===== src/rtl/hsv_pkg.sv =====
// Shared HSV/RGB types, range constants and constant-divide helpers.
// Pure declarations, no latency.
// No flow control.
//
// Reused by the button/mode HSV editor (hsv_t) and the LED output stage.
package hsv_pkg;

    localparam int HUE_MAX    = 360;
    localparam int SV_MAX     = 100;
    localparam int SECTOR_DEG = 60;
    localparam int PWM_TOP    = 254;

    typedef logic [8:0] hsv_t;
    typedef logic [7:0] rgb8_t;
    typedef logic [6:0] pct_t;     // 0..100 after clamping
    typedef logic [2:0] sector_t;  // 0..5
    typedef logic [5:0] frac_t;    // 0..59 degrees inside a sector

    // Stage 1 -> 2: sector split done, value scaled to 0..255
    typedef struct packed {
        logic    vld;
        sector_t sector;
        frac_t   f;
        rgb8_t   vs;
        pct_t    s;
    } st1_t;

    // Stage 2 -> 3: chroma known
    typedef struct packed {
        logic    vld;
        sector_t sector;
        frac_t   f;
        rgb8_t   vs;
        rgb8_t   c;
    } st2_t;

    // Stage 3 -> 4: all component magnitudes known, only the mux is left
    typedef struct packed {
        logic    vld;
        sector_t sector;
        rgb8_t   c;
        rgb8_t   xr;
        rgb8_t   xf;
        rgb8_t   m;
    } st3_t;

    // Floor division by constants; every caller's numerator stays below 2^16
    // and every quotient below 256, so the truncating casts are lossless.
    function automatic rgb8_t div100(input logic [15:0] num);
        return rgb8_t'(num / 16'd100);
    endfunction

    function automatic rgb8_t div60(input logic [15:0] num);
        return rgb8_t'(num / 16'd60);
    endfunction

endpackage


===== src/rtl/hsv_to_rgb_led_if.sv =====
// Bundle of HSV inputs, converted RGB outputs and LED pins.
// Wiring only, no latency.
// No flow control: rgb_valid is a pure strobe.
//
// master: HSV source / observer, slave: the converter.
interface hsv_to_rgb_led_if;
    import hsv_pkg::*;

    hsv_t  Hue;
    hsv_t  Saturation;
    hsv_t  Value;
    rgb8_t R;
    rgb8_t G;
    rgb8_t B;
    logic  rgb_valid;
    logic  led_r;
    logic  led_g;
    logic  led_b;

    modport master (
        output Hue, Saturation, Value,
        input  R, G, B, rgb_valid, led_r, led_g, led_b
    );

    modport slave (
        input  Hue, Saturation, Value,
        output R, G, B, rgb_valid, led_r, led_g, led_b
    );

endinterface


===== src/rtl/rgb_pwm.sv =====
// Three-channel 255-slot PWM for the RGB LED, duty latched once per period.
// Pins are registered: they follow (pwm_cnt < duty) one clock later.
// No backpressure; new duties are sampled only when pwm_cnt wraps to 0.
//
// Ports: clk, reset (async active-low), i_r/i_g/i_b duty sources,
//        o_led_r/o_led_g/o_led_b PWM pins (inverted when LED_ACTIVE_LOW).
module rgb_pwm
    import hsv_pkg::*;
#(
    parameter int PWM_DIV        = 40,
    parameter bit LED_ACTIVE_LOW = 1'b0
) (
    input  logic  clk,
    input  logic  reset,
    input  rgb8_t i_r,
    input  rgb8_t i_g,
    input  rgb8_t i_b,
    output logic  o_led_r,
    output logic  o_led_g,
    output logic  o_led_b
);

    localparam int               PRE_W    = (PWM_DIV > 1) ? $clog2(PWM_DIV) : 1;
    localparam logic [PRE_W-1:0] PRE_LAST = PRE_W'(PWM_DIV - 1);
    localparam rgb8_t            CNT_TOP  = rgb8_t'(PWM_TOP);

    logic [PRE_W-1:0] r_pre;
    rgb8_t            r_cnt;
    rgb8_t            r_duty_r;
    rgb8_t            r_duty_g;
    rgb8_t            r_duty_b;
    logic             r_led_r;
    logic             r_led_g;
    logic             r_led_b;
    logic             w_tick;

    assign w_tick = (r_pre == PRE_LAST);

    always_ff @(posedge clk or negedge reset) begin
        if (!reset) begin
            r_pre    <= '0;
            r_cnt    <= '0;
            r_duty_r <= '0;
            r_duty_g <= '0;
            r_duty_b <= '0;
            r_led_r  <= LED_ACTIVE_LOW;
            r_led_g  <= LED_ACTIVE_LOW;
            r_led_b  <= LED_ACTIVE_LOW;
        end else begin
            r_pre <= w_tick ? '0 : r_pre + PRE_W'(1);
            if (w_tick) begin
                if (r_cnt == CNT_TOP) begin
                    // Period boundary: the only place duties may change.
                    r_cnt    <= '0;
                    r_duty_r <= i_r;
                    r_duty_g <= i_g;
                    r_duty_b <= i_b;
                end else begin
                    r_cnt <= r_cnt + 8'd1;
                end
            end
            // pwm_cnt tops out at 254, so duty 255 is on for the whole period.
            r_led_r <= (r_cnt < r_duty_r) ^ LED_ACTIVE_LOW;
            r_led_g <= (r_cnt < r_duty_g) ^ LED_ACTIVE_LOW;
            r_led_b <= (r_cnt < r_duty_b) ^ LED_ACTIVE_LOW;
        end
    end

    assign o_led_r = r_led_r;
    assign o_led_g = r_led_g;
    assign o_led_b = r_led_b;

endmodule


===== src/rtl/hsv_to_rgb_led.sv =====
// HSV (deg, %, %) to 8-bit RGB converter driving the on-board RGB LED PWM.
// Latency 5 registers: input stable before edge N appears after edge N+4.
// No backpressure; one triplet per clock, rgb_valid strobes on each change.
//
// Ports: clk, reset (async active-low), bus (slave): Hue/Saturation/Value in,
//        R/G/B, rgb_valid and led_r/led_g/led_b out.
module hsv_to_rgb_led
    import hsv_pkg::*;
#(
    parameter int PWM_DIV        = 40,
    parameter bit LED_ACTIVE_LOW = 1'b0
) (
    input  logic            clk,
    input  logic            reset,
    hsv_to_rgb_led_if.slave bus
);

    // ---------------- stage 0: wrap / clamp / change detect ----------------
    hsv_t w_h;
    hsv_t w_s;
    hsv_t w_v;
    logic w_chg;

    // r_h0/r_s0/r_v0 double as the previous-triplet register. Resetting them
    // to all-ones (unreachable after wrap/clamp) forces the first sample after
    // reset to register as a change.
    hsv_t r_h0;
    hsv_t r_s0;
    hsv_t r_v0;
    logic r_vld0;

    assign w_h   = (bus.Hue >= hsv_t'(HUE_MAX)) ? bus.Hue - hsv_t'(HUE_MAX) : bus.Hue;
    assign w_s   = (bus.Saturation > hsv_t'(SV_MAX)) ? hsv_t'(SV_MAX) : bus.Saturation;
    assign w_v   = (bus.Value > hsv_t'(SV_MAX)) ? hsv_t'(SV_MAX) : bus.Value;
    assign w_chg = (w_h != r_h0) || (w_s != r_s0) || (w_v != r_v0);

    // ---------------- stage 1: sector split, scale value ----------------
    sector_t w_sector;
    hsv_t    w_base;
    rgb8_t   w_vs;
    st1_t    r_st1;

    always_comb begin
        w_sector = 3'd0;
        w_base   = '0;
        if (r_h0 >= hsv_t'(5 * SECTOR_DEG)) begin
            w_sector = 3'd5;
            w_base   = hsv_t'(5 * SECTOR_DEG);
        end else if (r_h0 >= hsv_t'(4 * SECTOR_DEG)) begin
            w_sector = 3'd4;
            w_base   = hsv_t'(4 * SECTOR_DEG);
        end else if (r_h0 >= hsv_t'(3 * SECTOR_DEG)) begin
            w_sector = 3'd3;
            w_base   = hsv_t'(3 * SECTOR_DEG);
        end else if (r_h0 >= hsv_t'(2 * SECTOR_DEG)) begin
            w_sector = 3'd2;
            w_base   = hsv_t'(2 * SECTOR_DEG);
        end else if (r_h0 >= hsv_t'(SECTOR_DEG)) begin
            w_sector = 3'd1;
            w_base   = hsv_t'(SECTOR_DEG);
        end
    end

    assign w_vs = div100(16'(r_v0) * 16'd255 + 16'd50);

    // ---------------- stage 2: chroma ----------------
    rgb8_t w_c;
    st2_t  r_st2;

    assign w_c = div100(16'(r_st1.vs) * 16'(r_st1.s) + 16'd50);

    // ---------------- stage 3: rising/falling ramp, offset ----------------
    rgb8_t w_xr;
    st3_t  r_st3;

    assign w_xr = div60(16'(r_st2.c) * 16'(r_st2.f) + 16'd30);

    // ---------------- stage 4: sector mux plus offset ----------------
    rgb8_t w_cm;
    rgb8_t w_xrm;
    rgb8_t w_xfm;
    rgb8_t w_r;
    rgb8_t w_g;
    rgb8_t w_b;
    rgb8_t r_r;
    rgb8_t r_g;
    rgb8_t r_b;
    logic  r_valid;

    // Each sum is bounded by Vs <= 255, so plain 8-bit adds never wrap.
    assign w_cm  = r_st3.c  + r_st3.m;
    assign w_xrm = r_st3.xr + r_st3.m;
    assign w_xfm = r_st3.xf + r_st3.m;

    always_comb begin
        w_r = r_st3.m;
        w_g = r_st3.m;
        w_b = r_st3.m;
        case (r_st3.sector)
            3'd0:    begin w_r = w_cm;  w_g = w_xrm; end
            3'd1:    begin w_r = w_xfm; w_g = w_cm;  end
            3'd2:    begin w_g = w_cm;  w_b = w_xrm; end
            3'd3:    begin w_g = w_xfm; w_b = w_cm;  end
            3'd4:    begin w_r = w_xrm; w_b = w_cm;  end
            3'd5:    begin w_r = w_cm;  w_b = w_xfm; end
            default: begin end
        endcase
    end

    // ---------------- pipeline registers ----------------
    always_ff @(posedge clk or negedge reset) begin
        if (!reset) begin
            r_h0    <= '1;
            r_s0    <= '1;
            r_v0    <= '1;
            r_vld0  <= 1'b0;
            r_st1   <= '0;
            r_st2   <= '0;
            r_st3   <= '0;
            r_r     <= '0;
            r_g     <= '0;
            r_b     <= '0;
            r_valid <= 1'b0;
        end else begin
            r_h0   <= w_h;
            r_s0   <= w_s;
            r_v0   <= w_v;
            r_vld0 <= w_chg;

            r_st1.vld    <= r_vld0;
            r_st1.sector <= w_sector;
            r_st1.f      <= frac_t'(r_h0 - w_base);
            r_st1.vs     <= w_vs;
            r_st1.s      <= pct_t'(r_s0);

            r_st2.vld    <= r_st1.vld;
            r_st2.sector <= r_st1.sector;
            r_st2.f      <= r_st1.f;
            r_st2.vs     <= r_st1.vs;
            r_st2.c      <= w_c;

            r_st3.vld    <= r_st2.vld;
            r_st3.sector <= r_st2.sector;
            r_st3.c      <= r_st2.c;
            r_st3.xr     <= w_xr;
            r_st3.xf     <= r_st2.c - w_xr;
            r_st3.m      <= r_st2.vs - r_st2.c;

            r_valid <= r_st3.vld;
            if (r_st3.vld) begin
                r_r <= w_r;
                r_g <= w_g;
                r_b <= w_b;
            end
        end
    end

    assign bus.R         = r_r;
    assign bus.G         = r_g;
    assign bus.B         = r_b;
    assign bus.rgb_valid = r_valid;

    // ---------------- LED PWM ----------------
    logic w_led_r;
    logic w_led_g;
    logic w_led_b;

    rgb_pwm #(
        .PWM_DIV        (PWM_DIV),
        .LED_ACTIVE_LOW (LED_ACTIVE_LOW)
    ) u_pwm (
        .clk     (clk),
        .reset   (reset),
        .i_r     (r_r),
        .i_g     (r_g),
        .i_b     (r_b),
        .o_led_r (w_led_r),
        .o_led_g (w_led_g),
        .o_led_b (w_led_b)
    );

    assign bus.led_r = w_led_r;
    assign bus.led_g = w_led_g;
    assign bus.led_b = w_led_b;

endmodule


===== src/flat_wrapper.sv =====
// flat-port wrapper written by rule: the top's interface ports become plain ports
module hsv_to_rgb_led_flat import hsv_pkg::*;
#(
    parameter int PWM_DIV        = 40,
    parameter bit LED_ACTIVE_LOW = 1'b0
)
  (clk, reset, bus_Hue, bus_Saturation, bus_Value, bus_R, bus_G, bus_B, bus_rgb_valid, bus_led_r, bus_led_g, bus_led_b);
  hsv_to_rgb_led_if bus_i ();
  input  logic clk;
  input  logic reset;
  input wire logic [$bits(bus_i.Hue)-1:0] bus_Hue;
  input wire logic [$bits(bus_i.Saturation)-1:0] bus_Saturation;
  input wire logic [$bits(bus_i.Value)-1:0] bus_Value;
  output wire logic [$bits(bus_i.R)-1:0] bus_R;
  output wire logic [$bits(bus_i.G)-1:0] bus_G;
  output wire logic [$bits(bus_i.B)-1:0] bus_B;
  output wire logic [$bits(bus_i.rgb_valid)-1:0] bus_rgb_valid;
  output wire logic [$bits(bus_i.led_r)-1:0] bus_led_r;
  output wire logic [$bits(bus_i.led_g)-1:0] bus_led_g;
  output wire logic [$bits(bus_i.led_b)-1:0] bus_led_b;
  assign bus_i.Hue = bus_Hue;
  assign bus_i.Saturation = bus_Saturation;
  assign bus_i.Value = bus_Value;
  assign bus_R = bus_i.R;
  assign bus_G = bus_i.G;
  assign bus_B = bus_i.B;
  assign bus_rgb_valid = bus_i.rgb_valid;
  assign bus_led_r = bus_i.led_r;
  assign bus_led_g = bus_i.led_g;
  assign bus_led_b = bus_i.led_b;
  hsv_to_rgb_led #(.PWM_DIV(PWM_DIV), .LED_ACTIVE_LOW(LED_ACTIVE_LOW)) u_core (.clk(clk), .reset(reset), .bus(bus_i));
endmodule

===== config.mk =====
export PLATFORM = sky130hd
export DESIGN_NAME = hsv_to_rgb_led_flat
export DESIGN_NICKNAME = d
export VERILOG_FILES = /design/src/rtl/hsv_pkg.sv /design/src/rtl/hsv_to_rgb_led_if.sv /design/src/rtl/rgb_pwm.sv /design/src/rtl/hsv_to_rgb_led.sv /design/src/flat_wrapper.sv
export SDC_FILE = /design/constraint.sdc
export NUM_CORES = 1
export LEC_CHECK = 0
export ABC_AREA = 1
export CAP_MARGIN = 5
export CORE_AREA = 2 2 281 283
export DETAILED_ROUTE_END_ITERATION = 8
export DIE_AREA = 0 0 283 285
export GPL_ROUTABILITY_DRIVEN = 0
export PLACE_DENSITY_LB_ADDON = 0.3
export REMOVE_ABC_BUFFERS = 1
export SLEW_MARGIN = 20
export SYNTH_ARGS = -nofsm -noshare
export SYNTH_HDL_FRONTEND = slang
export SYNTH_SLANG_ARGS = --single-unit

===== constraint.sdc =====
create_clock -name clk -period 31.1 [get_ports clk]
set_input_delay 6.22 -clock clk [delete_from_list [all_inputs] [get_ports clk]]
set_output_delay 6.22 -clock clk [all_outputs]
set_load 0.01 [all_outputs]

Word level (Yosys, flattened, before mapping)
Index checks and enable logic that the tools add are counted.
{"block": "totals", "regBits": 181, "in_bits": 29, "out_inout_bits": 28, "wordCells": 96}
{"block": "classes", "n_addsub": 12, "mul": 3, "div": 3, "n_lt_le_gt_ge": 11, "eq_ne": 10, "n_mux": 18, "reduce_logical": 7}
{"operator": "one-hot mux 8 bit (3 select lines)", "count": 3}
{"operator": "two-way mux 6 bit", "count": 6}
{"operator": "divider 16 x 7 -> 16 bit (second input constant)", "count": 2}
{"operator": "two-way mux 9 bit", "count": 3}
{"operator": "inequality test 9 bit", "count": 3}
{"operator": "adder 8 bit", "count": 3}
{"operator": "< comparator 8 bit", "count": 3}
{"operator": ">= comparator 9 x 8 -> 1 bit (second input constant)", "count": 2}
{"operator": ">= comparator 9 bit (second input constant)", "count": 2}
{"operator": "> comparator 9 x 7 -> 1 bit (second input constant)", "count": 2}
{"operator": "adder 15 x 6 -> 16 bit (second input constant)", "count": 1}
{"operator": "adder 16 x 6 -> 16 bit (second input constant)", "count": 1}
{"operator": "divider 16 x 6 -> 16 bit (second input constant)", "count": 1}
{"operator": "multiplier 9 x 8 -> 16 bit (second input constant)", "count": 1}
{"operator": "subtractor 8 bit", "count": 2}
{"operator": "adder 14 x 5 -> 15 bit (second input constant)", "count": 1}
{"operator": "multiplier 8 x 7 -> 15 bit", "count": 1}
{"operator": "multiplier 8 x 6 -> 14 bit", "count": 1}
{"operator": "two-way mux 3 bit", "count": 4}
{"operator": ">= comparator 9 x 6 -> 1 bit (second input constant)", "count": 1}
{"operator": ">= comparator 9 x 7 -> 1 bit (second input constant)", "count": 1}
{"operator": "subtractor 9 bit (second input constant)", "count": 1}
{"operator": "adder 8 x 1 -> 8 bit (second input constant)", "count": 1}
{"operator": "equality test 8 bit (second input constant)", "count": 1}
{"operator": "12 further kinds", "count": 17}

Longest topological paths before layout
Gate-level depths: netlist of the first run.
{"block": "depth", "word_depth": 7, "ltp_mapped": 84}

By module
From an unflattened synthesis of the first run, not the netlist that was laid out.
{"block": "unflattened", "cells_unflattened": 2683, "hier_area_um2": 19128.3}
{"mod": "hsv_to_rgb_led", "n_inst": 1, "cells_each": 2401, "area_per_inst_um2": 16858.7, "seq_area_each_um2": 3537.1}
{"mod": "rgb_pwm", "n_inst": 1, "cells_each": 282, "area_per_inst_um2": 2269.7, "seq_area_each_um2": 1026.0}

Least setup slack after synthesis of the first run
OpenSTA, ideal clock, no wires.
{"block": "synth_path", "path_kind": "register to register", "startpoint": "reg u_core.r_st2[21] (netlist bit)", "endpoint": "reg u_core.r_st3[14] (netlist bit)", "arrival_ps": 10137, "t_required_ps": 30978, "path_slack_ps": 20841, "stages_incl_launch_ff": 73, "period_less_slack_ps": 10259, "path_cell_list": "dfrtp_1 -> clkbuf_1 -> nand2_1 -> inv_1 -> fa_1 -> inv_1 -> fa_1 -> fa_1 -> inv_1 -> ha_1 -> ha_1 -> inv_1 -> nor3_1 -> a21oi_1 -> o21ai_0 -> a21oi_1 -> nor2_1 -> nor2_1 -> [37 not listed] -> nand3_1 -> a21oi_1 -> nand3_1 -> nand2_1 -> nand2_1 -> o21ai_0 -> nor2_1 -> nor2_1 -> nor2_1 -> o31ai_1 -> ha_1 -> inv_1 -> fa_1 -> a31oi_1 -> nor2_1 -> o21ai_0 -> nand2_1 -> xor2_1"}
{"block": "synth_via", "elab_chain_cells": 4}
{"element": "start: declaration", "line_no": "hsv_to_rgb_led.sv:68", "source": "st2_t r_st2;"}
{"element": "multiplier 8 x 6 -> 14 bit", "line_no": "hsv_to_rgb_led.sv:76", "source": "assign w_xr = div60(16'(r_st2.c) * 16'(r_st2.f) + 16'd30);"}
{"element": "adder 14 x 5 -> 15 bit", "line_no": "hsv_to_rgb_led.sv:76"}
{"element": "divider 16 x 6 -> 16 bit", "line_no": "hsv_pkg.sv:54", "source": "return rgb8_t'(num / 16'd60);"}
{"element": "via u_core.w_xr[6]", "line_no": "hsv_to_rgb_led.sv:73", "source": "rgb8_t w_xr;"}
{"element": "subtractor 8 bit", "line_no": "hsv_to_rgb_led.sv:146", "source": "r_st3.xf <= r_st2.c - w_xr;"}
{"element": "end: declaration", "line_no": "hsv_to_rgb_led.sv:74", "source": "st3_t r_st3;"}
The timed path passes the listed nets, and every way through them passes these cells.
A chain may end at the register's enable or synchronous reset.

Worst setup path after layout of the first run
{"block": "layout_path", "startpoint": "reg u_core.r_st2[1] (netlist bit)", "endpoint": "reg u_core.r_st3[14] (netlist bit)"}
Same word-level chain as after synthesis.

==> results of run 1 <==
cells in the final DEF (no fill, tap or decap), types with 7 or more instances in the layout:
master / Yosys / routed
sky130_fd_sc_hd__a21o_1: 7 / 7
sky130_fd_sc_hd__a21oi_1: 106 / 106
sky130_fd_sc_hd__a221oi_1: 8 / 8
sky130_fd_sc_hd__and2_1: 8 / 8
sky130_fd_sc_hd__clkbuf_16: 0 / 17
sky130_fd_sc_hd__clkdlybuf4s50_1: 0 / 55
sky130_fd_sc_hd__dfrtp_1: 154 / 154
sky130_fd_sc_hd__dfstp_2: 27 / 27
sky130_fd_sc_hd__fa_1: 101 / 101
sky130_fd_sc_hd__ha_1: 170 / 170
sky130_fd_sc_hd__inv_1: 450 / 450
sky130_fd_sc_hd__inv_2: 25 / 25
sky130_fd_sc_hd__nand2_1: 623 / 623
sky130_fd_sc_hd__nand2_2: 83 / 83
sky130_fd_sc_hd__nand2_4: 22 / 22
sky130_fd_sc_hd__nand3_1: 149 / 149
sky130_fd_sc_hd__nand3_2: 17 / 17
sky130_fd_sc_hd__nand3_4: 7 / 7
sky130_fd_sc_hd__nand4_1: 31 / 31
sky130_fd_sc_hd__nor2_1: 135 / 134
sky130_fd_sc_hd__nor2_2: 20 / 21
sky130_fd_sc_hd__nor2_4: 13 / 13
sky130_fd_sc_hd__nor3_1: 16 / 16
sky130_fd_sc_hd__o211ai_1: 10 / 10
sky130_fd_sc_hd__o21ai_0: 108 / 108
sky130_fd_sc_hd__o21ai_1: 8 / 8
sky130_fd_sc_hd__o221ai_1: 10 / 10
sky130_fd_sc_hd__or2_2: 8 / 8
sky130_fd_sc_hd__xnor2_1: 33 / 33
sky130_fd_sc_hd__xor2_1: 88 / 88
worst max path at each step:
stage / from / end / slack, ns / cells past startpoint
4_1_cts: u_core.r_st2[1]$_DFF_PN0_ / u_core.r_st3[14]$_DFF_PN0_ / 18.86 / 72
3_3_place_gp: u_core.r_st2[1]$_DFF_PN0_ / u_core.r_st3[14]$_DFF_PN0_ / 18.80 / 72
5_1_grt: u_core.r_st2[1]$_DFF_PN0_ / u_core.r_st3[14]$_DFF_PN0_ / 17.43 / 73
6_report: u_core.r_st2[1]$_DFF_PN0_ / u_core.r_st3[14]$_DFF_PN0_ / 19.05 / 73
3_5_place_dp: u_core.r_st2[1]$_DFF_PN0_ / u_core.r_st3[14]$_DFF_PN0_ / 18.91 / 72
2_1_floorplan: u_core.r_st2[1]$_DFF_PN0_ / u_core.r_st3[14]$_DFF_PN0_ / 20.84 / 71
cell families (layout without fill, tap and decap cells):
family	Yosys count	after routing	share of synthesized area [%]
DFF	181	181	23.7
buffers and inverters	511	574	10.4
adders and majority gates	271	271	21.6
AOI/OAI and AO/OA	307	307	9.54
xor gates and xnor gates	124	124	5.76
other	1	4	0.0195
and+or+nand+nor	1155	1155	28.9
synthesized netlist by cell type (25+ instances only):
cell / n
sky130_fd_sc_hd__a21oi_1: 106
sky130_fd_sc_hd__dfrtp_1: 154
sky130_fd_sc_hd__dfstp_2: 27
sky130_fd_sc_hd__fa_1: 101
sky130_fd_sc_hd__ha_1: 170
sky130_fd_sc_hd__inv_1: 450
sky130_fd_sc_hd__inv_2: 25
sky130_fd_sc_hd__nand2_1: 623
sky130_fd_sc_hd__nand2_2: 83
sky130_fd_sc_hd__nand3_1: 149
sky130_fd_sc_hd__nand4_1: 31
sky130_fd_sc_hd__nor2_1: 135
sky130_fd_sc_hd__o21ai_0: 108
sky130_fd_sc_hd__xnor2_1: 33
sky130_fd_sc_hd__xor2_1: 88
sequential cells by signal, summed over array words and instances, names as in the netlist:
name and cells:
u_core.r_st1 25, u_core.bus.rgb_valid 1, u_core.u_pwm.r_duty_r 8, u_core.r_st3 36
u_core.bus.B 8, u_core.r_vld0 1, u_core.bus.G 8, u_core.u_pwm.o_led_r 1
u_core.r_st2 26, u_core.u_pwm.r_cnt 8, u_core.u_pwm.o_led_g 1, u_core.u_pwm.r_duty_g 8
u_core.r_h0 9, u_core.r_s0 9, u_core.u_pwm.r_pre 6, u_core.bus.R 8
u_core.u_pwm.o_led_b 1, u_core.u_pwm.r_duty_b 8, u_core.r_v0 9
stage by stage:
| stage | cells | cell area, um^2 | setup WS [ns] | utilization, % | hold WS, ns |
|---|---|---|---|---|---|
| global route | 3666 | 21600 | 17.43 | 27.7 | 0.362 |
| CTS | 3666 | 21600 | 18.86 | 27.7 | 0.356 |
| global placement | 3634 | 21000 | 18.80 | 26.9 | 0.331 |
| floorplan | 2522 | 19000 | 20.84 | - | 0.331 |
| detailed placement | 3634 | 21000 | 18.91 | 26.9 | 0.339 |
| finish | 3666 | 21600 | 19.05 | 27.7 | 0.352 |
cell type report:
cell class	instances	area [um^2]	area share, %
multi-input cells	1861	12700	58.8
flip-flops and latches	181	4560	21.2
inverters	480	1810	8.38
well taps	1050	1310	6.09
repair buffers	62	609	2.83
clock buffers	19	443	2.05
clock inverters	13	150	0.696
per-layer routing:
metal  vias to the layer above  part of all wire [%]  track usage [%]
li1                       8168                     -                -
met1                      7401                    47             14.7
met2                       165                    50             21.1
met3                        22                   2.4             1.65
met4                         0                  0.90             2.06
met5                         -                     0                0
critical path: cells and delay by family, from the launching register on:
family | cells | cell delay, ns
simple gates | 40 | 4.34
fa+ha+maj | 7 | 2.84
compound gates | 11 | 2.67
buf+inv | 12 | 0.98
flops | 1 | 0.56
xor+xnor | 3 | 0.53
==> impl_results.html, run 1 <==
<table>
<tr><th>Metric</th><th>Value</th></tr>
<tr><th colspan="2">Final layout</th></tr>
<tr><td>Synth-to-Final Area Change</td><td>12.1%</td></tr>
<tr><td>Layout cells sized above 1</td><td>11.2%</td></tr>
<tr><td>Fillers</td><td>8523</td></tr>
<tr><td>Antenna Cells</td><td>0</td></tr>
<tr><td>Number of nets in the layout</td><td>just under 3000</td></tr>
<tr><th colspan="2">Critical path</th></tr>
<tr><td>Worst setup slack for register-to-register paths</td><td>19.05 ns</td></tr>
<tr><td>Endpoint of the most critical register-to-register path</td><td>u_core.r_st3[14]$_DFF_PN0_</td></tr>
<tr><td>Worst path required time</td><td>31.45 ns</td></tr>
<tr><td>Count of cells along the worst register-to-register path</td><td>73</td></tr>
<tr><td>Delay of the slowest critical-path stage</td><td>0.56 ns</td></tr>
<tr><td>Slowest library cell on the worst path</td><td>sky130_fd_sc_hd__dfrtp_1</td></tr>
<tr><td>Type of element capturing the critical path</td><td>register</td></tr>
<tr><td>Worst Path Arrival</td><td>12.40 ns</td></tr>
<tr><td>Worst r2r src</td><td>u_core.r_st2[1]$_DFF_PN0_</td></tr>
<tr><td>Critical path type</td><td>register to register</td></tr>
<tr><td>Startpoint class of the critical path</td><td>register</td></tr>
<tr><td>Dominant cell type by count on the critical path</td><td>sky130_fd_sc_hd__nand2_1</td></tr>
<tr><td>Crit path max fanout</td><td>11</td></tr>
<tr><th colspan="2">Yosys</th></tr>
<tr><td>Number of warnings issued by yosys</td><td>0</td></tr>
<tr><td>Synth unique cells</td><td>66</td></tr>
<tr><td>Cell type with the highest aggregate area in the netlist</td><td>sky130_fd_sc_hd__dfrtp_1</td></tr>
<tr><td>Async set or reset register ratio after synthesis</td><td>100%</td></tr>
<tr><td>Number of enable-type register cells in the synthesized netlist</td><td>0</td></tr>
<tr><td>Sequential area share after synthesis</td><td>about a quarter</td></tr>
<tr><td>Average size of a mapped cell</td><td>7.54 um^2</td></tr>
<tr><td>Area share of the largest cell type after synthesis</td><td>20.0%</td></tr>
<tr><td>Cell count after synthesis</td><td>2550</td></tr>
<tr><td>Mapped cell area</td><td>19200 um^2</td></tr>
<tr><td>Most used DFF post-synth</td><td>sky130_fd_sc_hd__dfrtp_1</td></tr>
<tr><td>Biggest area contributors in the synthesized netlist</td><td>sky130_fd_sc_hd__dfrtp_1 (20%), sky130_fd_sc_hd__nand2_1 (12%), sky130_fd_sc_hd__ha_1 (11%)</td></tr>
<tr><td>Post-synthesis register bit count</td><td>181</td></tr>
<tr><th colspan="2">Hold path</th></tr>
<tr><td>Worst min-delay path category</td><td>register to register</td></tr>
<tr><td>Hold depth</td><td>0</td></tr>
<tr><td>Worst-case hold path end point</td><td>u_core.r_st1[24]$_DFF_PN0_</td></tr>
<tr><td>Min-Delay Startpoint</td><td>u_core.r_vld0$_DFF_PN0_</td></tr>
<tr><th colspan="2">Detailed routing</th></tr>
<tr><td>DRC Markers</td><td>0</td></tr>
<tr><td>Count of antenna-violating nets left after detailed routing</td><td>0</td></tr>
<tr><td>Via total after detailed routing</td><td>between 15000 and 20000</td></tr>
<tr><td>Detailed-router iteration count before antenna repair</td><td>6</td></tr>
<tr><td>Via density per instance</td><td>about 4.3</td></tr>
<tr><td>Routed Wire Length</td><td>about 46000 um</td></tr>
<tr><td>Average detailed-routed wire length per instance</td><td>12.5 um</td></tr>
<tr><td>First-iteration detailed-routing DRC count</td><td>743</td></tr>
<tr><th colspan="2">Clock network</th></tr>
<tr><td>Clock Root Buffer</td><td>sky130_fd_sc_hd__clkbuf_16</td></tr>
<tr><td>Number of sinks handled by clock tree synthesis</td><td>181</td></tr>
<tr><td>Clock input transition at the sequential cells of the worst setup and hold paths</td><td>0.07 ns</td></tr>
<tr><td>Cts hold-fix bufs</td><td>0</td></tr>
<tr><td>TritonCTS clock tree</td><td>yes</td></tr>
<tr><td>Total clock buffers created by CTS</td><td>17</td></tr>
<tr><td>Post-cts resize count</td><td>0</td></tr>
<tr><td>Insertion delay of the later-clocked pin in the worst-skew pair</td><td>0.46 ns</td></tr>
<tr><td># H-tree levels</td><td>4</td></tr>
<tr><td>Maximum root-to-sink buffer count</td><td>2</td></tr>
<tr><td>Number of setup buffers added after CTS</td><td>0</td></tr>
<tr><th colspan="2">Status</th></tr>
<tr><td>Status</td><td>finished, final reports clean</td></tr>
<tr><th colspan="2">Die</th></tr>
<tr><td>Starting density of the core</td><td>between 20% and 30%</td></tr>
<tr><td>Core ar.</td><td>78000 um^2</td></tr>
<tr><td>Die extent in y</td><td>about 290 um</td></tr>
<tr><td>Die outline area</td><td>80700 um^2</td></tr>
<tr><td>Rows</td><td>103</td></tr>
<tr><td>Die width</td><td>between 200 and 300 um</td></tr>
<tr><td>I/O pin count</td><td>57</td></tr>
<tr><th colspan="2">GRT</th></tr>
<tr><td>Number of global-route vias before repair</td><td>between 15000 and 20000</td></tr>
<tr><td>Leftover overflow at the end of global routing</td><td>0</td></tr>
<tr><td>Initial antenna violation count</td><td>0</td></tr>
<tr><td>Overall track demand over capacity in global routing</td><td>between 10% and 20%</td></tr>
<tr><td>First-pass GRT wire length</td><td>between 70000 and 80000 um</td></tr>
<tr><td>Pin count of the biggest net entering global routing</td><td>114</td></tr>
<tr><th colspan="2">Timing</th></tr>
<tr><td>Final critical-path required period</td><td>12.05 ns</td></tr>
<tr><td>Fin Setup TNS</td><td>0 ns</td></tr>
<tr><td>Setup Skew</td><td>0.0182 ns</td></tr>
<tr><td>Setup Viol. Count Final</td><td>0</td></tr>
<tr><td>Unrepaired setup endpoints after global routing</td><td>no</td></tr>
<tr><td>Share of the clock period used by the worst path after layout</td><td>38.8%</td></tr>
<tr><td>Transition at the pin with the smallest max-transition slack</td><td>0.921 ns</td></tr>
<tr><td>Maximum achievable frequency</td><td>a little over 0.08 GHz</td></tr>
<tr><td>Remaining max-slew budget at the tightest pin</td><td>about two fifths</td></tr>
<tr><td>Fin. max-slew vios</td><td>0</td></tr>
<tr><td>Hold violation total from the final report</td><td>0</td></tr>
<tr><th colspan="2">Job</th></tr>
<tr><td>Number of max-cap violations</td><td>0</td></tr>
<tr><th colspan="2">Placement</th></tr>
<tr><td>HPWL after DPL</td><td>between 30000 and 40000 um</td></tr>
<tr><td>Number of buffers added on ports</td><td>56</td></tr>
</table>
Power of run 1 is not shown: default switching activity piles up to over one toggle a cycle in this logic, so the estimate is an artifact.
==> inputs of run 2 (changes only) <==
Clock period 31.1 ns to 12 ns, I/O delays scaled along.
==> run 2 against run 1 <==
Clock-buffer cell count decreased by 2. Global-route usage up 0.053 points. Die area stayed put. Critical path depth decreased by 5. Highest routed layer unchanged.
==> impl_results.html, run 2 (same netlist as run 1, synthesis figures left out) <==
<table>
<tr><th>Metric</th><th>Value</th></tr>
<tr><th colspan="2">Status</th></tr>
<tr><td>Status</td><td>finished, final reports clean</td></tr>
<tr><th colspan="2">Detailed routing</th></tr>
<tr><td>Count of antenna-violating nets left after detailed routing</td><td>0</td></tr>
<tr><td>Detailed-router iteration count before antenna repair</td><td>6</td></tr>
<tr><td>Average detailed-routed wire length per instance</td><td>12.6 um</td></tr>
<tr><td>Via total after detailed routing</td><td>15900</td></tr>
<tr><td>Routed Wire Length</td><td>46400 um</td></tr>
<tr><td>First-iteration detailed-routing DRC count</td><td>709</td></tr>
<tr><td>Via density per instance</td><td>4.32</td></tr>
<tr><td>DRC Markers</td><td>0</td></tr>
<tr><th colspan="2">Timing</th></tr>
<tr><td>Final critical-path required period</td><td>10.96 ns</td></tr>
<tr><td>Setup Viol. Count Final</td><td>0</td></tr>
<tr><td>Setup Skew</td><td>0.0116 ns</td></tr>
<tr><td>Remaining max-slew budget at the tightest pin</td><td>a little under two fifths</td></tr>
<tr><td>Post-route worst setup slack</td><td>just over 1 ns</td></tr>
<tr><td>Transition at the pin with the smallest max-transition slack</td><td>0.938 ns</td></tr>
<tr><td>Share of the clock period used by the worst path after layout</td><td>91.3%</td></tr>
<tr><td>Maximum achievable frequency</td><td>0.0912 GHz</td></tr>
<tr><td>Fin. max-slew vios</td><td>0</td></tr>
<tr><td>Hold violation total from the final report</td><td>0</td></tr>
<tr><th colspan="2">Final layout</th></tr>
<tr><td>Number of nets in the layout</td><td>2923</td></tr>
<tr><td>Leading cell types in the layout, fill and taps excluded</td><td>sky130_fd_sc_hd__nand2_1 (619), sky130_fd_sc_hd__inv_1 (450), sky130_fd_sc_hd__ha_1 (170)</td></tr>
<tr><td>Total non-filler cell area in the finished layout</td><td>roughly 22000 um^2</td></tr>
<tr><td>Leading cell type in the layout, fill and taps excluded</td><td>sky130_fd_sc_hd__nand2_1</td></tr>
<tr><td>Antenna Cells</td><td>0</td></tr>
<tr><td>Layout cells sized above 1</td><td>a little over an eighth</td></tr>
<tr><td>Registers with the highest flip-flop counts</td><td>u_core.r_st3 (36), u_core.r_st2 (26), u_core.r_st1 (25)</td></tr>
<tr><td>Number of flip-flops in the largest register</td><td>36</td></tr>
<tr><td>Synth-to-Final Area Change</td><td>13.6%</td></tr>
<tr><td>Top reg by flops</td><td>u_core.r_st3</td></tr>
<tr><th colspan="2">Die</th></tr>
<tr><td>Rows</td><td>103</td></tr>
<tr><td>Starting density of the core</td><td>24.7%</td></tr>
<tr><td>Die width</td><td>approximately 280 um</td></tr>
<tr><td>Die extent in y</td><td>285 um</td></tr>
<tr><td>I/O pin count</td><td>57</td></tr>
<tr><td>Core ar.</td><td>78000 um^2</td></tr>
<tr><td>Die outline area</td><td>80700 um^2</td></tr>
<tr><th colspan="2">Critical path</th></tr>
<tr><td>Number of buffer and inverter stages on the critical path</td><td>10</td></tr>
<tr><td>Delay of the slowest critical-path stage</td><td>~0.60 ns</td></tr>
<tr><td>Type of element capturing the critical path</td><td>register</td></tr>
<tr><td>Startpoint class of the critical path</td><td>register</td></tr>
<tr><td>Worst path required time</td><td>12.36 ns</td></tr>
<tr><td>Critical path type</td><td>register to register</td></tr>
<tr><td>Crit path max fanout</td><td>14</td></tr>
<tr><td>Worst Path Arrival</td><td>11.32 ns</td></tr>
<tr><td>Top Family by Delay on Critical Path</td><td>simple AND/OR/NAND/NOR gates</td></tr>
<tr><td>Slowest library cell on the worst path</td><td>sky130_fd_sc_hd__dfstp_2</td></tr>
<tr><td>Dominant cell type by count on the critical path</td><td>sky130_fd_sc_hd__nand2_2</td></tr>
<tr><th colspan="2">Clock network</th></tr>
<tr><td>TritonCTS clock tree</td><td>yes</td></tr>
<tr><td>Clock Root Buffer</td><td>sky130_fd_sc_hd__clkbuf_16</td></tr>
<tr><td># H-tree levels</td><td>4</td></tr>
<tr><td>Clock input transition at the sequential cells of the worst setup and hold paths</td><td>0.08 ns</td></tr>
<tr><td>Number of sinks handled by clock tree synthesis</td><td>181</td></tr>
<tr><td>Total clock buffers created by CTS</td><td>17</td></tr>
<tr><td>Maximum root-to-sink buffer count</td><td>2</td></tr>
<tr><td>Insertion delay of the later-clocked pin in the worst-skew pair</td><td>~0.47 ns</td></tr>
<tr><td>Cts hold-fix bufs</td><td>0</td></tr>
<tr><th colspan="2">GRT</th></tr>
<tr><td>Number of global-route vias before repair</td><td>15900</td></tr>
<tr><td>Pin count of the biggest net entering global routing</td><td>114</td></tr>
<tr><td>First-pass GRT wire length</td><td>between 70000 and 80000 um</td></tr>
<tr><td>Overall track demand over capacity in global routing</td><td>11.7%</td></tr>
<tr><td>Leftover overflow at the end of global routing</td><td>0</td></tr>
<tr><td>Initial antenna violation count</td><td>0</td></tr>
<tr><th colspan="2">Job</th></tr>
<tr><td>Number of max-cap violations</td><td>0</td></tr>
<tr><th colspan="2">Placement</th></tr>
<tr><td>Total placed instance area</td><td>roughly 21000 um^2</td></tr>
<tr><td>Worst Setup Slack post-DPL</td><td>-0.213 ns</td></tr>
<tr><td>Number of buffers added on ports</td><td>56</td></tr>
<tr><td>HPWL after DPL</td><td>38200 um</td></tr>
<tr><th colspan="2">Hold path</th></tr>
<tr><td>Worst min-delay path category</td><td>register to register</td></tr>
</table>
run 2: changes by cell type in the layout (fill, tap and decap cells not counted), moves of 4 or more:
cell                       change
sky130_fd_sc_hd__dfrtp_1      -13
sky130_fd_sc_hd__o21ai_0       -7
sky130_fd_sc_hd__nand2_1       -4
sky130_fd_sc_hd__nor2_1        -6
sky130_fd_sc_hd__inv_6         -5
sky130_fd_sc_hd__o21ai_1       +5
sky130_fd_sc_hd__buf_4        +19
sky130_fd_sc_hd__nand2_2       +4
sky130_fd_sc_hd__dfrtp_2      +13
sky130_fd_sc_hd__nor2_2        +5
sky130_fd_sc_hd__clkinv_8      +6
run 2: worst paths after layout:
path	startpoint	end	slack, ns	cells past startpoint
setup / recovery	u_core.r_v0[6]$_DFF_PN1_	u_core.r_st1[7]$_DFF_PN0_	1.04	68
hold / removal	u_core.r_st1[21]$_DFF_PN0_	u_core.r_st2[22]$_DFF_PN0_	0.35	0
setup reg to reg	u_core.r_v0[6]$_DFF_PN1_	u_core.r_st1[7]$_DFF_PN0_	1.04	68
hold reg to reg	u_core.r_st1[21]$_DFF_PN0_	u_core.r_st2[22]$_DFF_PN0_	0.35	0
max in group asynchronous	reset	u_core.r_st2[20]$_DFF_PN0_	8.42	2
min in group asynchronous	reset	u_core.u_pwm.r_duty_r[4]$_DFFE_PN0P_	2.01	1
run 2: per-stage QoR:
step	hold slack [ns]	TNS, ns	instances	utilization, %
finish	0.353	0	3686	28.0
CTS	0.355	0	3671	27.7
global placement	0.334	-0.571	3639	26.9
floorplan	0.331	0	2522	-
global route	0.359	-0.0795	3686	28.0
detailed placement	0.336	-0.393	3639	26.9
run 2: metal layers:
layer	track usage [%]	up-vias	routed length, um
met1	14.6	7493	21200
met4	2.63	0	682
met2	21.2	200	23200
met5	0	-	0
met3	1.81	51	1300
li1	-	8188	-
run 2: worst reg2reg max path: cells and delay by family, from the launching register on:
family	cells	cell delay (ns)
AO/OA/AOI/OAI	5	0.80
XOR/XNOR	1	0.29
adder cells (fa/ha/maj)	5	2.31
buffers and inverters	10	0.83
flip-flops	1	0.60
AND/OR/NAND/NOR	47	6.04
run 2: what timing repair did:
| item | in CTS | in global routing |
|---|---|---|
| setup buffers | 0 | 14 |
| resized for setup | 3 | 38 |
| gates cloned | 0 | 1 |
| endpoints found under the setup margin | 2 | 9 |
| pin swaps | 0 | 11 |
run 2: final cells by class:
| type | instances | area [um^2] |
|---|---|---|
| multi-input combinational | 1862 | 12800 |
| tap | 1050 | 1310 |
| timing repair buffer | 81 | 752 |
| inverter | 480 | 1810 |
| fill | 8493 | 56100 |
| clock inverter | 15 | 199 |
| clock buffer | 17 | 425 |
| sequential | 181 | 4580 |
Power of run 2 is left out for the same reason.
